<file path="config.mk">
export PLATFORM = sky130hd
export DESIGN_NAME = lsu_mem_ctrl
export DESIGN_NICKNAME = d
export VERILOG_FILES = /design/src/rtl/lsu_mem_ctrl.sv
export SDC_FILE = /design/constraint.sdc
export NUM_CORES = 1
export LEC_CHECK = 0
export CORE_MARGIN = 2
export CORE_UTILIZATION = 31
export DETAILED_ROUTE_END_ITERATION = 6
export PLACE_DENSITY = 0.75
export REMOVE_ABC_BUFFERS = 1
export SKIP_CTS_REPAIR_TIMING = 1
export SYNTH_ARGS = -nofsm -noshare
export SYNTH_HDL_FRONTEND = slang
export SYNTH_SLANG_ARGS = --single-unit
export TNS_END_PERCENT = 30
</file>
<file path="constraint.sdc">
create_clock -name clk -period 2.1 [get_ports clk]
set_input_delay 0.42 -clock clk [delete_from_list [all_inputs] [get_ports clk]]
set_output_delay 0.42 -clock clk [all_outputs]
set_load 0.1 [all_outputs]
</file>
<file path="src/rtl/lsu_mem_ctrl.sv">
// Load/store initiator between the core memory stage and the byte-addressed
// data RAM port. One request in flight; the RAM returns lane-shifted,
// zero-extended read data one cycle after mem_rden and this block applies
// the sign/zero extension selected by funct3.
//
// state   | meaning
// --------+------------------------------------------------------------
// IDLE    | ready for a request; mem_* address/type/data hold last value
// ISSUE   | RAM address/type/data valid, one-cycle wren (store) or rden (load)
// CAPTURE | RAM read data valid on mem_q, extended into resp_rdata
// RESP    | resp_valid pulse (resp_err set for rejected requests)
module lsu_mem_ctrl #(
  parameter int ADDR_WIDTH = 32,
  parameter int DATA_WIDTH = 32
) (
  input  logic                  clk,
  input  logic                  rstn,
  input  logic                  req_valid,
  output logic                  req_ready,
  input  logic                  req_we,
  input  logic [2:0]            req_funct3,
  input  logic [ADDR_WIDTH-1:0] req_addr,
  input  logic [DATA_WIDTH-1:0] req_wdata,
  output logic                  resp_valid,
  output logic                  resp_err,
  output logic [DATA_WIDTH-1:0] resp_rdata,
  output logic [2:0]            mem_rwtyp,
  output logic [ADDR_WIDTH-1:0] mem_addr,
  output logic [DATA_WIDTH-1:0] mem_data,
  output logic                  mem_wren,
  output logic                  mem_rden,
  input  logic [DATA_WIDTH-1:0] mem_q
);

  typedef enum logic [1:0] {
    IDLE    = 2'd0,
    ISSUE   = 2'd1,
    CAPTURE = 2'd2,
    RESP    = 2'd3
  } state_t;

  state_t                state_q, state_d;
  logic                  resp_valid_q, resp_valid_d;
  logic                  resp_err_q, resp_err_d;
  logic [DATA_WIDTH-1:0] resp_rdata_q, resp_rdata_d;
  logic [2:0]            mem_rwtyp_q, mem_rwtyp_d;
  logic [ADDR_WIDTH-1:0] mem_addr_q, mem_addr_d;
  logic [DATA_WIDTH-1:0] mem_data_q, mem_data_d;
  logic                  mem_wren_q, mem_wren_d;
  logic                  mem_rden_q, mem_rden_d;

  logic                  accept;
  logic                  misaligned;
  logic                  illegal;
  logic                  req_err;
  logic [DATA_WIDTH-1:0] ext_q;

  assign req_ready = (state_q == IDLE);
  assign accept    = req_valid & req_ready;

  // Reject misaligned halfword/word accesses and funct3 codes RV32 does not define
  always_comb begin
    misaligned = 1'b0;
    illegal    = 1'b0;
    if (req_funct3[1:0] == 2'b01 && req_addr[0] != 1'b0) misaligned = 1'b1;
    if (req_funct3[1:0] == 2'b10 && req_addr[1:0] != 2'b00) misaligned = 1'b1;
    if (req_we) begin
      illegal = req_funct3[2] | (req_funct3 == 3'b011);
    end else begin
      illegal = (req_funct3 == 3'b011) | (req_funct3 == 3'b110) | (req_funct3 == 3'b111);
    end
    req_err = misaligned | illegal;
  end

  // Extend RAM read data; upper lanes are masked even if the RAM drives them
  always_comb begin
    case (mem_rwtyp_q)
      3'b000:  ext_q = {{(DATA_WIDTH-8){mem_q[7]}}, mem_q[7:0]};
      3'b001:  ext_q = {{(DATA_WIDTH-16){mem_q[15]}}, mem_q[15:0]};
      3'b010:  ext_q = mem_q;
      3'b100:  ext_q = {{(DATA_WIDTH-8){1'b0}}, mem_q[7:0]};
      3'b101:  ext_q = {{(DATA_WIDTH-16){1'b0}}, mem_q[15:0]};
      default: ext_q = '0;
    endcase
  end

  // Next-state and next-output logic; strobes and resp_valid default low so they pulse
  always_comb begin
    state_d      = state_q;
    resp_valid_d = 1'b0;
    resp_err_d   = 1'b0;
    resp_rdata_d = resp_rdata_q;
    mem_rwtyp_d  = mem_rwtyp_q;
    mem_addr_d   = mem_addr_q;
    mem_data_d   = mem_data_q;
    mem_wren_d   = 1'b0;
    mem_rden_d   = 1'b0;
    case (state_q)
      IDLE: begin
        if (accept) begin
          if (req_err) begin
            state_d      = RESP;
            resp_valid_d = 1'b1;
            resp_err_d   = 1'b1;
            resp_rdata_d = '0;
          end else begin
            state_d     = ISSUE;
            mem_rwtyp_d = req_funct3;
            mem_addr_d  = req_addr;
            mem_data_d  = req_wdata;
            mem_wren_d  = req_we;
            mem_rden_d  = ~req_we;
          end
        end
      end
      ISSUE: begin
        if (mem_wren_q) begin
          state_d      = RESP;
          resp_valid_d = 1'b1;
          resp_rdata_d = '0;
        end else begin
          state_d = CAPTURE;
        end
      end
      CAPTURE: begin
        state_d      = RESP;
        resp_valid_d = 1'b1;
        resp_rdata_d = ext_q;
      end
      RESP: begin
        state_d = IDLE;
      end
      default: begin
        state_d = IDLE;
      end
    endcase
  end

  // State and registered outputs; reset drops any in-flight request
  always_ff @(posedge clk or negedge rstn) begin
    if (!rstn) begin
      state_q      <= IDLE;
      resp_valid_q <= 1'b0;
      resp_err_q   <= 1'b0;
      resp_rdata_q <= '0;
      mem_rwtyp_q  <= '0;
      mem_addr_q   <= '0;
      mem_data_q   <= '0;
      mem_wren_q   <= 1'b0;
      mem_rden_q   <= 1'b0;
    end else begin
      state_q      <= state_d;
      resp_valid_q <= resp_valid_d;
      resp_err_q   <= resp_err_d;
      resp_rdata_q <= resp_rdata_d;
      mem_rwtyp_q  <= mem_rwtyp_d;
      mem_addr_q   <= mem_addr_d;
      mem_data_q   <= mem_data_d;
      mem_wren_q   <= mem_wren_d;
      mem_rden_q   <= mem_rden_d;
    end
  end

  assign resp_valid = resp_valid_q;
  assign resp_err   = resp_err_q;
  assign resp_rdata = resp_rdata_q;
  assign mem_rwtyp  = mem_rwtyp_q;
  assign mem_addr   = mem_addr_q;
  assign mem_data   = mem_data_q;
  assign mem_wren   = mem_wren_q;
  assign mem_rden   = mem_rden_q;

endmodule

</file>
Word-level counts from Yosys, hierarchy flattened
Cells that the tools add are included.

Output and inout port bits: 104. Word-level logic and storage cells: 62. Input bits: 103. Bits in registers: 105.

Bitwise operators: 7. Reduce and logical (&&, ||, !) cells: 8. Equal/unequal tests: 15. Mux-type cells: 23.

Operators by type and width (count): case mux 32 bit (5 select lines) (1); 2-to-1 mux 32 bit (3); case mux 32 bit (3 select lines) (1); 2-to-1 mux 1 bit (14); == test 3 bit, second input constant (4); case mux 2 bit (4 select lines) (1); == test 2 bit, second input constant (3); == test 3 x 2 -> 1 bit, second input constant (2); == test 2 x 1 -> 1 bit, second input constant (2); 2-to-1 mux 2 bit (2); inequality test 2 x 1 -> 1 bit, second input constant (2); bitwise OR 1 bit (4); AND reduction 4 bit (1); == test 3 x 1 -> 1 bit, second input constant (1); zero test 3 bit (1); case mux 1 bit (3 select lines) (1); AND reduction 3 bit (1); nonzero test 3 bit (1); logical AND 1 bit (2); zero test 2 bit (1); inequality test 2 bit, second input constant (1); inverter 1 bit (2); nonzero test 2 bit (1); bitwise AND 1 bit (1).

Longest topological paths before layout
Gate-level depths: netlist (run 1).

Depth after elaboration: 8. Gate-level depth with buffers: 8.

Worst setup path after synthesis (run 1)
Ideal clock, no wire load.

Path kind: reg-to-reg. From: reg state_q[0]. To: reg mem_addr_q[10] (netlist: mem_addr[10]). Cell stages (with the launch flop): 8. Arrival time: 2.381 ns. Library setup time: 0.128 ns. Buffers on the path: 2. Required time: 1.972 ns. Path slack: -0.409 ns. Path through: dfrtp_1 > inv_1 > ha_1 > nand2_1 > nor2_4 > buf_6 > buf_6 > mux2_1.

Longest elaborated chain between the ends: 3.

RTL lines: start: declaration (RTL line 42) `state_t state_q, state_d;`; start signal: assignment (RTL line 152) `state_q <= state_d;`; zero test 2 bit * (RTL line 58) `assign req_ready = (state_q == IDLE);`; net req_ready (RTL line 19) `output logic req_ready,`; bitwise AND 1 bit (RTL line 59) `assign accept = req_valid & req_ready;`; AND reduction 3 bit (no source line) *; end signal: assignment (RTL line 157) `mem_addr_q <= mem_addr_d;`; end: declaration (RTL line 47) `logic [ADDR_WIDTH-1:0] mem_addr_q, mem_addr_d;`.

The timed path passes the listed nets; every way through them passes the cells marked *. A chain may end at the register's enable or synchronous reset.

Worst setup path in the final report (run 1)
From: in req_funct3[0]. To: reg mem_addr_q[15] (netlist: mem_addr[15]).

Longest elaborated chain between the ends: 7. Elaborated cells on any way between the ends: 16. Classes of those cells: eq/ne: 5; mux: 3; bitwise: 5; reduce/logical: 3.

RTL lines: start: declaration (RTL line 21) `input logic [2:0] req_funct3,`; == test 3 x 2 -> 1 bit, or another cell as far along (RTL line 68, 70); bitwise OR 1 bit or logical AND 1 bit (tied branches) (RTL line 70, 65); bitwise OR 1 bit or 2-to-1 mux 1 bit (tied branches) (RTL line 70, 65); 2-to-1 mux 1 bit, on equally long branches (RTL line 67, 66); bitwise OR 1 bit * (RTL line 72) `req_err = misaligned | illegal;`; inverter 1 bit (no source line) *; AND reduction 3 bit (no source line) *.

Every way passes the cells marked *; elsewhere a longest branch is shown, timed or not.

==> impl_results.md, run 1 <==
- Total CTS buffers: 9
- CP arrival: 2.25 ns
- Die W: 125 um
- Sink Count: 105
- Drt total wl: 12000 um
- Pin count of the biggest net entering global routing: 62
- Post-Synth Adder-Cell Area: 1.38%
- Hold WS: 0.485 ns
- DRT Pass-1 Iters: 4
- Period Utilization, post-route: 96.6%
- Synthesis Warnings: 0
- Total die area: 0.0156 mm^2
- Synth area leaders: dfrtp_1 (58%), mux2_2 (12%), mux2i_1 (7.1%), mux2_1 (4.7%), inv_1 (3.2%)
- GP Congestion: 0.788
- Share of the synthesized area in the top cell type: 57.9%
- Worst hold endpoint: mem_addr[2]$_DFFE_PN0P_
- Fillers: 1289
- HPWL after DPL: 8800 um
- Iteration-0 DRC count of the detailed router: 100
- Synth cell count leaders: dfrtp_1 (105), mux2_2 (48), inv_1 (39)
- First-pass GRT wire length: 19000 um
- Met3 Resource Use GR: 3.21%
- Area Growth Syn to Fin: 54.7%
- Setup TNS: 0 ns
- Met2 Use GR: 26.2%
- Grt ovf: 0
- Sequential element share of the synthesized area: 57.9%
- Synth Cell Area: 0.00454 mm^2
- Status: finished, final reports clean
- # IOs: 207
- Mux cell area share after synthesis: 23.7%
- Simple-gate share of the synthesized area: 4.44%
- FF+latch area: 0.00263 mm^2
- Initial antenna violation count: 0
- Latest clock arrival within the worst-skew pair: 0.34 ns
- Hold Path Class: reg2reg
- Fmax achieved: 493 MHz
- Ant. Diodes: 0
- Hold depth: 1
- Multi-input gate area: 0.00167 mm^2
- Nets@finish: 697
- Slew HR: 77.7%
- Register-to-register path setup slack: 0.27 ns
- Worst Min Path Start: mem_addr[2]$_DFFE_PN0P_
- Core area: 0.0144 mm^2
- Synth Instances: 369
- GRT Util Overall: 15.0%
- Final setup margin: 0.0708 ns
- Synth Area in XOR/XNOR: 0%
- Post-synth ARST share: 100%
- Worst R2R End: mem_addr[15]$_DFFE_PN0P_
- Maxcap violations: 0
- IO buf count: 206
- Die Span Y: 125 um
- Crit end category: flop
- Vias in the first global route: 3733
- # setup viols final: 0
- Routed Antenna Nets: 0
- Yosys cell types: 29
- H-Tree Depth: 3
- GRT met1 Usage: 17.6%
- Initial core utilization: 31.5%
- Worst reg2reg path depth: 6
- Core Rows: 44
- Slew @ Worst Pin: 0.334 ns
- Most common cell in the netlist: dfrtp_1
- Worst-path clk slew: 0.06 ns
- CTS tree: built
- Largest family of logic cells by synthesized area: multiplexers
- Critical-path maximum fanout: 28
- #FFs+latches synth: 105
- Detailed-route DRC error count: 0
- Compound-Gate Fraction of Synth Area: 6.94%
- DR WL/cell: 15.4 um
- Mapped Avg Cell Area: 12.3 um^2
- Root buf cell: clkbuf_16
- Fraction of layout cells with a size suffix above 1: 32.7%
- Crit start category: input pin
- Setup Slack @ Placement: -0.348 ns
- Post-synth EDFFs: 0
- Routed vias: 3591
- Ys flop type: dfrtp_1
- Fin. Hold Viols: 0
- Slew Limit Fails: 0
- Crit Path Category: in2reg
- GRT busiest layer: met2
- Synth area leader: dfrtp_1
- Worst Path Required: 2.32 ns
- Vias/cell: 4.62
- Min cycle time layout: 2.03 ns
- Clock buffer depth: 2
- Worst R2R Start: state_q[0]$_DFFE_PN0N_
- Setup Skew: 0.00896 ns
==> layout by cell type (no fill, tap or decap), drive strengths merged, types with 11 or more instances in the layout <==
cell type	n
mux2	67
a21oi	21
nand2	28
clkdlybuf4s50	101
o21ai	24
mux2i	32
buf	125
clkbuf	11
dfrtp	105
inv	40
==> sequential cells by signal (all words and copies together), names as in the netlist <==
name and count:
resp_err 1, mem_data 32, mem_wren 1, mem_rden 1, state_q 2, resp_rdata 32
mem_addr 32, resp_valid 1, mem_rwtyp 3
==> logic make-up after synthesis <==
kind of cell             Yosys count
AND/OR/NAND/NOR                   45
buffers and inverters             58
AO/OA/AOI/OAI                     57
adder cells (fa/ha/maj)            5
flip-flops                       105
multiplexers                      99
==> per-stage QoR <==
stage / utilization, % / instance area, um^2 / cells
floorplan: - / 4430 / 350
global placement: 46.4 / 6700 / 760
detailed placement: 46.4 / 6700 / 760
CTS: 48.4 / 6980 / 776
global route: 48.7 / 7020 / 778
finish: 48.7 / 7020 / 778
==> metal layers <==
metal / vias up / share of wire (%) / wire, um
li1: 1683 / - / -
met1: 1770 / 41 / 4950
met2: 117 / 52 / 6210
met3: 21 / 4.6 / 552
met4: 0 / 2.5 / 301
met5: - / 0 / 0
==> cell type report <==
cell class / count / share of cell area [%]
tap: 184 / 3.28
timing repair buffer: 228 / 29.5
multi-input combinational: 206 / 23.7
sequential: 105 / 37.4
inverter: 39 / 2.08
clock inverter: 6 / 0.606
clock buffer: 10 / 3.40
==> how the worst max path moves through the flow <==
stage | startpoint | end | slack (ns) | cells past startpoint
CTS | req_funct3[0] | mem_data[3]$_DFFE_PN0P_ | 0.02 | 6
finish | req_funct3[0] | mem_addr[15]$_DFFE_PN0P_ | 0.07 | 6
detailed placement | req_funct3[0] | mem_data[3]$_DFFE_PN0P_ | -0.35 | 6
global route | req_funct3[0] | mem_data[6]$_DFFE_PN0P_ | -0.02 | 6
floorplan | state_q[0]$_DFFE_PN0N_ | resp_rdata[0]$_DFFE_PN0P_ | -1.16 | 5
global placement | req_funct3[0] | mem_data[22]$_DFFE_PN0P_ | -0.25 | 6
==> critical path, cell delays in order <==
cell and delay (ns):
clkdlybuf4s50_1 0.48, nor4_2 0.36, nor2_1 0.14, nor2_4 0.21
clkbuf_16 0.27, mux2_1 0.34
Power of run 1 is not shown: default switching activity piles up to over one toggle a cycle in this logic, so the estimate is an artifact.
==> inputs of run 2 (changes only) <==
- CORE_UTILIZATION: 31 -> 42
- PLACE_DENSITY: 0.75 -> 0.93
==> run 2 against run 1 <==
Effect of this change: clock skew is 0.0016 ns higher; critical path depth unchanged; first-iteration DRC count is 56% higher; die area decreased by 25%; sequential share of layout area grew 0.82 points; register-to-register slack better by 0.03 ns; via count is essentially flat; highest routed layer unchanged.
==> impl_results.md, run 2 (same netlist as run 1, synthesis figures left out) <==
- Setup Skew: 0.0106 ns (+0.00160 ns)
- Max incr delay on CP: 0.46 ns (-0.02 ns)
- Sink Count: 105 (unchanged)
- Detailed-route DRC error count: 0 (unchanged)
- Total CTS buffers: 9 (unchanged)
- Min cycle time layout: 1.96 ns (-0.0733 ns)
- Slew HR: 74.2% (-3.5 points)
- Hold Path Class: reg2reg
- H-Tree Depth: 3 (unchanged)
- Worst path bufs/invs: 2 (unchanged)
- Maxcap violations: 0 (unchanged)
- HPWL after DPL: 8970 um (+1.9%)
- IO buf count: 206 (unchanged)
- Clock buffer depth: 2 (unchanged)
- Iteration-0 DRC count of the detailed router: 156 (+56%)
- Fin. Hold Viols: 0 (unchanged)
- Crit Path Category: in2reg
- Ant. Diodes: 0 (unchanged)
- Initial antenna violation count: 0 (unchanged)
- Crit start category: input pin
- CP max stage cell: clkdlybuf4s50_1
- Crit end category: flop
- Hold WS: 0.496 ns (+0.0109 ns)
- Worst path cell trace: clkdlybuf4s50_1, nor4_1, nor2_1, nor2_4, buf_12, mux2_2
- Initial core utilization: 43.6% (+12 points)
- Core area: 0.0104 mm^2 (-28%)
- Nets@finish: 698 (+0.14%)
- Fraction of layout cells with a size suffix above 1: 32.6% (-0.055 points)
- GP Congestion: 0.747 (-5.2%)
- Die Span Y: 108 um (-14%)
- First-pass GRT wire length: 18200 um (-4.5%)
- Total die area: 0.0117 mm^2 (-25%)
- Status: finished, final reports clean
- Die W: 108 um (-14%)
- Post-DP Area: 0.00666 mm^2 (-0.49%)
- Vias in the first global route: 3752 (+0.51%)
- Critical-path maximum fanout: 31 (+11%)
- # IOs: 207 (unchanged)
- Grt ovf: 0 (unchanged)
- DR WL/cell: 16.3 um (+5.8%)
- CTS tree: built
- Fillers: 814 (-37%)
- Drt total wl: 11900 um (-0.60%)
- Unrepaired setup endpoints after global routing: no
- Core Rows: 37 (-16%)
- Latest clock arrival within the worst-skew pair: 0.37 ns (+0.03 ns)
- Slew @ Worst Pin: 0.387 ns (+0.0531 ns)
- Area Growth Syn to Fin: 51.3%
- Worst Path Required: 2.37 ns (+0.05 ns)
- Worst-path clk slew: 0.11 ns (+0.05 ns)
- Routed vias: 3589 (-0.056%)
- Root buf cell: clkbuf_8
- Most frequent cells in the layout: buf_4 (119), dfrtp_1 (105), clkdlybuf4s50_1 (101)
- Routed Antenna Nets: 0 (unchanged)
- Most common cell after layout, fill and taps aside: buf_4
- Slew Limit Fails: 0 (unchanged)
- CP arrival: 2.22 ns (-0.03 ns)
- DRT Pass-1 Iters: 4 (unchanged)
- Period Utilization, post-route: 93.1% (-3.5 points)
- Placed Instances: 714 (-6.1%)
- Finished Cell Area: 0.00687 mm^2 (-2.1%)
- GRT Util Overall: 20.2% (+5.2 points)
- Fmax achieved: 511 MHz (+3.7%)
- # setup viols final: 0 (unchanged)
- Pin count of the biggest net entering global routing: 43 (-31%)
- Vias/cell: 4.91 (+6.4%)
- Final Non-Filler Cells: 731 (-6.0%)
- Top delay family on crit path: simple AND/OR/NAND/NOR gates
## run 2: cell count changes in the layout (fill, tap and decap cells not counted), sizes merged
cell	before	now
inv	40	42
buf	125	127
clkinv	3	0
## run 2: final timing paths
kind | startpoint | endpoint | slack [ns] | depth (start not counted)
min | mem_addr[15]$_DFFE_PN0P_ | mem_addr[15]$_DFFE_PN0P_ | 0.50 | 1
max in group asynchronous | rstn | mem_addr[8]$_DFFE_PN0P_ | 0.87 | 3
max | req_funct3[0] | mem_data[22]$_DFFE_PN0P_ | 0.14 | 6
min in group asynchronous | rstn | mem_data[6]$_DFFE_PN0P_ | 0.51 | 2
min reg2reg | mem_addr[15]$_DFFE_PN0P_ | mem_addr[15]$_DFFE_PN0P_ | 0.50 | 1
max reg2reg | state_q[1]$_DFFE_PN0N_ | resp_rdata[25]$_DFFE_PN0P_ | 0.30 | 7
## run 2: through the flow
stage,TNS (ns),utilization [%],setup slack (ns)
global placement,-12.15,64.0,-0.184
detailed placement,-21.42,64.0,-0.281
CTS,0,65.8,0.139
floorplan,-111.78,-,-1.16
global route,0,66.0,0.0412
finish,0,66.0,0.144
## run 2: final cells by class
| cell class | count | area, um^2 | share of cell area [%] |
|---|---|---|---|
| Multi-Input combinational cell | 206 | 1660 | 24.2 |
| Clock inverter | 5 | 43.8 | 0.637 |
| Timing Repair Buffer | 229 | 2070 | 30.2 |
| Clock buffer | 11 | 151 | 2.20 |
| Sequential cell | 105 | 2630 | 38.2 |
| Inverter | 39 | 146 | 2.13 |
| Tap cell | 136 | 170 | 2.48 |
## run 2: worst register-to-register path: stages (launching register included)
cell and delay [ns]:
dfrtp_1 0.43, inv_1 0.13, ha_1 0.20, buf_4 0.16
nand2b_1 0.12, nand4_1 0.18, buf_12 0.26, mux2i_1 0.25
## run 2: per-layer routing
layer | global-route usage (%) | wire length (um) | vias to the layer above | part of all wire (%)
met3 | 4.52 | 665 | 34 | 5.6
li1 | - | - | 1688 | -
met5 | 0 | 0 | - | 0
met4 | 10.5 | 393 | 0 | 3.3
met2 | 35.4 | 6150 | 119 | 52
met1 | 23.1 | 4730 | 1748 | 40
Power of run 2 is left out for the same reason.
==> RTL edit 1, RTL diff (flow settings as in run 1) <==
Set the parameter `ADDR_WIDTH` to 40 (it was 32).
--- a/src/rtl/lsu_mem_ctrl.sv
+++ b/src/rtl/lsu_mem_ctrl.sv
@@ -10,7 +10,7 @@
 // CAPTURE | RAM read data valid on mem_q, extended into resp_rdata
 // RESP    | resp_valid pulse (resp_err set for rejected requests)
 module lsu_mem_ctrl #(
-  parameter int ADDR_WIDTH = 32,
+  parameter int ADDR_WIDTH = 40,
   parameter int DATA_WIDTH = 32
 ) (
   input  logic                  clk,
Ports: changed (resized mem_addr and req_addr); port bits go from 207 to 223. No check against the original RTL was run, so the function may have changed too.
==> RTL edit 1 against run 1 <==
Setup slack improved by 0.072 ns. Critical path depth increased by 1. Global-route usage grew 0.61 points. Area after synthesis rose by 6.6%. Wire length is 6.9% higher. Hold slack worse by 0.41 ns. Count of clock-buffer cells in the layout increased by 15. Non-clock buffer count rose by 26. Cell count increased by 11%. Cell area increased by 11%. Sequential share of layout area is 1.2 points lower. Sequential cell count up 8. Critical endpoint is now mem_addr[26].
Power is left out: the tool's default activity adds up to more than one toggle a clock period on the data nets, which glitch-free logic cannot reach.
==> RTL edit 1: results (changes against run 1) <==
[logic_synthesis]
synthAdderAreaFrac = 0.0129  ; -0.000854
yosys-top-cells-area = dfrtp_1 58%, mux2_1 9.1%, mux2_2 8.4%
yosysSeqAreaShare = 0.584  ; +0.00547
synthTopCellsByCount = 113 x dfrtp_1, 39 x inv_1, 39 x mux2_1, 36 x mux2_2, 32 x mux2i_1
synth.mux.area_fraction = 0.241  ; +0.00393
synth-compound-area-share = 0.0651  ; -0.00431

[placed_design]
dp_hpwl_mm = 9.54  ; +8.4%
pre_cts_ws_ns = -0.278  ; +0.0697 ns
io_buffer_count = 222  ; +7.8%
gp_congestion = 0.839  ; +6.4%

[run_status]
outcome = completed

[route]
drtIter0Drc = 112  ; +12%
num_vias = 3850  ; +7.2%
drt-total-wl_mm = 12.8  ; +6.9%

[cts]
clock_latency_ns = 0.41  ; +0.07 ns
root_buffer = clkbuf_16
cts_buffers = 17  ; +8
cts.path.max_buffers = 2  ; unchanged
h-tree-depth = 4  ; +1

[worst_setup_path]
startpoint = req_funct3[0]
arrival_ns = 2.23  ; -0.02 ns
cp_max_fo = 15  ; -46%
cpPeakStageDelay_ns = 0.44  ; -0.04 ns

[global_route]
grt_pass1_vias = 4089  ; +9.5%
track_usage = 0.156  ; +0.00605
grt_pass1_wl_mm = 20.3  ; +6.4%
grt_start_max_net_pins = 114  ; +84%

[final_layout]
antennaDiodeCount = 0  ; unchanged
drive_gt1_frac = 0.322  ; -0.00506
finalNetCount = 755  ; +8.3%

[min_path]
min_path_type = primary input to asynchronous set/reset pin

[timing]
relSlewSlack = 0.539  ; -0.238
fin_crit_sh = 0.932  ; -0.0342
fin_worst_skew_ns = 0.0131  ; +0.00415 ns

## RTL edit 1: final timing paths
kind,cells after the start,end,slack (ns)
worst min register to register,1,mem_addr[7],0.48
min in group clk,1,mem_addr[7],0.48
worst max register to register,7,resp_rdata[2],0.27
worst min-delay path,2,resp_rdata[10],0.08
max in group asynchronous,2,mem_addr[7],1.55
worst max-delay path,7,mem_addr[26],0.14
## RTL edit 1: stage by stage
stage / util / cell area [sq um] / hold slack [ns] / cells / TNS [ns]
final: 0.511 / 7800 / 0.0765 / 861 / 0
after global routing: 0.511 / 7800 / 0.138 / 861 / 0
after CTS: 0.511 / 7800 / 0.117 / 861 / 0
after detailed placement: 0.477 / 7270 / 0.477 / 831 / -20.82
after global placement: 0.477 / 7270 / 0.469 / 831 / -16.94
after floorplan: - / 4710 / 0.124 / 366 / -189.12
## RTL edit 1: final cells by class
cell class                 count  area (sq um)
fill                        1310          7460
sequential                   113          2830
clock inverter                 5          30.0
timing repair buffer         254          2290
multi-input combinational    214          1740
tap                          211           264
inverter                      39           146
clock buffer                  25           495
## RTL edit 1: logic make-up after synthesis
family / Yosys count
flip-flops: 113
multiplexers: 107
buffers and inverters: 59
AO/OA/AOI/OAI: 57
AND/OR/NAND/NOR: 45
adder cells (fa/ha/maj): 5
## RTL edit 1: metal layers
metal  GRT usage  share of wire
met5           0              0
met4      0.0646          0.017
met3      0.0466          0.064
met2       0.272           0.53
met1       0.179           0.39
==> RTL edit 2, RTL diff (settings of run 1) <==
Without the edit above. `resp_rdata_q`, `mem_addr_q` and `mem_data_q` no longer have a reset.
--- a/src/rtl/lsu_mem_ctrl.sv
+++ b/src/rtl/lsu_mem_ctrl.sv
@@ -142,23 +142,23 @@
       state_q      <= IDLE;
       resp_valid_q <= 1'b0;
       resp_err_q   <= 1'b0;
-      resp_rdata_q <= '0;
       mem_rwtyp_q  <= '0;
-      mem_addr_q   <= '0;
-      mem_data_q   <= '0;
       mem_wren_q   <= 1'b0;
       mem_rden_q   <= 1'b0;
     end else begin
       state_q      <= state_d;
       resp_valid_q <= resp_valid_d;
       resp_err_q   <= resp_err_d;
-      resp_rdata_q <= resp_rdata_d;
       mem_rwtyp_q  <= mem_rwtyp_d;
-      mem_addr_q   <= mem_addr_d;
-      mem_data_q   <= mem_data_d;
       mem_wren_q   <= mem_wren_d;
       mem_rden_q   <= mem_rden_d;
     end
+  end
+
+  always_ff @(posedge clk) begin
+    resp_rdata_q <= resp_rdata_d;
+    mem_addr_q   <= mem_addr_d;
+    mem_data_q   <= mem_data_d;
   end
 
   assign resp_valid = resp_valid_q;
Function: changed (a bounded check fails within 4 cycles, from zero or initial values and one cycle with rstn low).
==> RTL edit 2 against run 1 <==
Sequential cell count is the same. Sequential share of layout area grew 12 points. Cell area shrank 9.8%. Wire length shrank 16%. Area after synthesis shrank 16%. Count of clock-buffer cells in the layout shrank 1. Cell count shrank 18%. Utilization grew 3.9 points. Setup slack lost 0.0067 ns. Critical path depth shrank 1. Largest cell class unchanged.
==> RTL edit 2: results (changes against run 1) <==
[run_status]
outcome = completed

[logic_synthesis]
synth_cell_type_count = 33  ; +14%
ys.flop_type = edfxtp_1
syn-mean-instance-area_sq_um = 16.5  ; +34%
yosysSeqAreaShare = 0.811  ; +0.233
yosys-top-cells-area = edfxtp_1 75%, dfrtp_1 5.9%, nand2_1 2.7%
ys_async_sr_fraction = 0.0857  ; -0.914
synthTopCellsByCount = 96 x edfxtp_1, 28 x nand2_1, 18 x a21oi_1
synth-edff-count = 96  ; +96

[route]
drt-total-wl_mm = 10.1  ; -16%
first_pass_iters = 4  ; unchanged
drtIter0Drc = 253  ; +150%
num_vias = 2842  ; -21%
wire_per_inst_um = 15.9  ; +3.1%

[global_route]
grt_pass1_vias = 2864  ; -23%
grt_pass1_wl_mm = 14.6  ; -23%
grt_start_max_net_pins = 36  ; -42%
track_usage = 0.145  ; -0.00483

[placed_design]
dp_hpwl_mm = 7.59  ; -14%
pre_cts_ws_ns = -0.286  ; +0.0623 ns
placed_cells = 619  ; -19%
gp_congestion = 0.918  ; +16%
postPlaceCellArea_sq_um = 6060  ; -9.5%
io_buffer_count = 206  ; unchanged

[worst_setup_path]
critical-path-top-delay-family = simple AND/OR/NAND/NOR gates
cpPeakStageDelay_ns = 0.56  ; +0.08 ns
cp_max_fo = 35  ; +25%
cp_slowest_cell = or4_1
arrival_ns = 2.06  ; -0.19 ns

[cts]
h-tree-depth = 3  ; unchanged
path_clk_slew_ns = 0.07
cts_buffers = 9  ; unchanged

[timing]
worst_slew_pin_slew_ns = 0.604  ; +0.270 ns
fin_crit_sh = 0.969  ; +0.00318
fin_worst_skew_ns = 0.00941  ; +0.000450 ns
timing.hold.ws_ns = 0.379  ; -0.106 ns

[final_layout]
finalNetCount = 570  ; -18%
drive_gt1_frac = 0.313  ; -0.0140
antennaDiodeCount = 0  ; unchanged

[power_and_ir_drop]
ir_drop_mv = 1.39
p_leak_uw = 0.00248

[min_path]
min_path_type = primary input to asynchronous set/reset pin

## RTL edit 2: worst register-to-register path: cells and delay by family, from the launching register on
kind | cells | cell delay [ns]
flops | 1 | 0.42
buf+inv | 2 | 0.37
compound gates | 1 | 0.27
simple gates | 2 | 0.26
fa+ha+maj | 1 | 0.18
## RTL edit 2: cell families after synthesis
| group | Yosys count | synth area share |
|---|---|---|
| and+or+nand+nor | 59 | 0.0774 |
| adders and majority gates | 5 | 0.0163 |
| AOI/OAI and AO/OA | 46 | 0.0741 |
| muxes | 2 | 0.00523 |
| DFF | 105 | 0.811 |
| buffers and inverters | 15 | 0.0157 |
## RTL edit 2: cell type report
class,count,area (sq um)
Fill cell,1011,5720
Sequential cell,105,3110
Timing Repair Buffer,227,2030
Multi-Input combinational cell,112,683
Clock buffer,9,225
Tap cell,168,210
Clock inverter,7,51.3
Inverter,7,26.3
## RTL edit 2: final timing paths
path,from,endpoint,cells past startpoint
max in group asynchronous,rstn,mem_rwtyp[2],1
worst max register to register,state_q[0],mem_addr[10],6
worst max-delay path,req_funct3[0],mem_addr[10],5
min in group clk,mem_rwtyp[1],mem_rwtyp[1],1
worst min-delay path,rstn,resp_valid,1
worst min register to register,mem_rwtyp[1],mem_rwtyp[1],1
## RTL edit 2: layer usage
| layer | vias to the layer above | share of wire | GRT usage |
|---|---|---|---|
| met1 | 1361 | 0.38 | 0.162 |
| li1 | 1331 | - | - |
| met4 | 0 | 0.011 | 0.0442 |
| met2 | 138 | 0.51 | 0.262 |
| met5 | - | 0 | 0 |
| met3 | 12 | 0.092 | 0.0490 |
## RTL edit 2: power by group
group,total [uW],leakage (uW),internal [uW],switching [uW]
logic,5280,0.00132,1200,4080
clock network,1570,0.000135,816,753
registers,3120,0.00102,2930,194
total,9970,0.00248,4940,5030
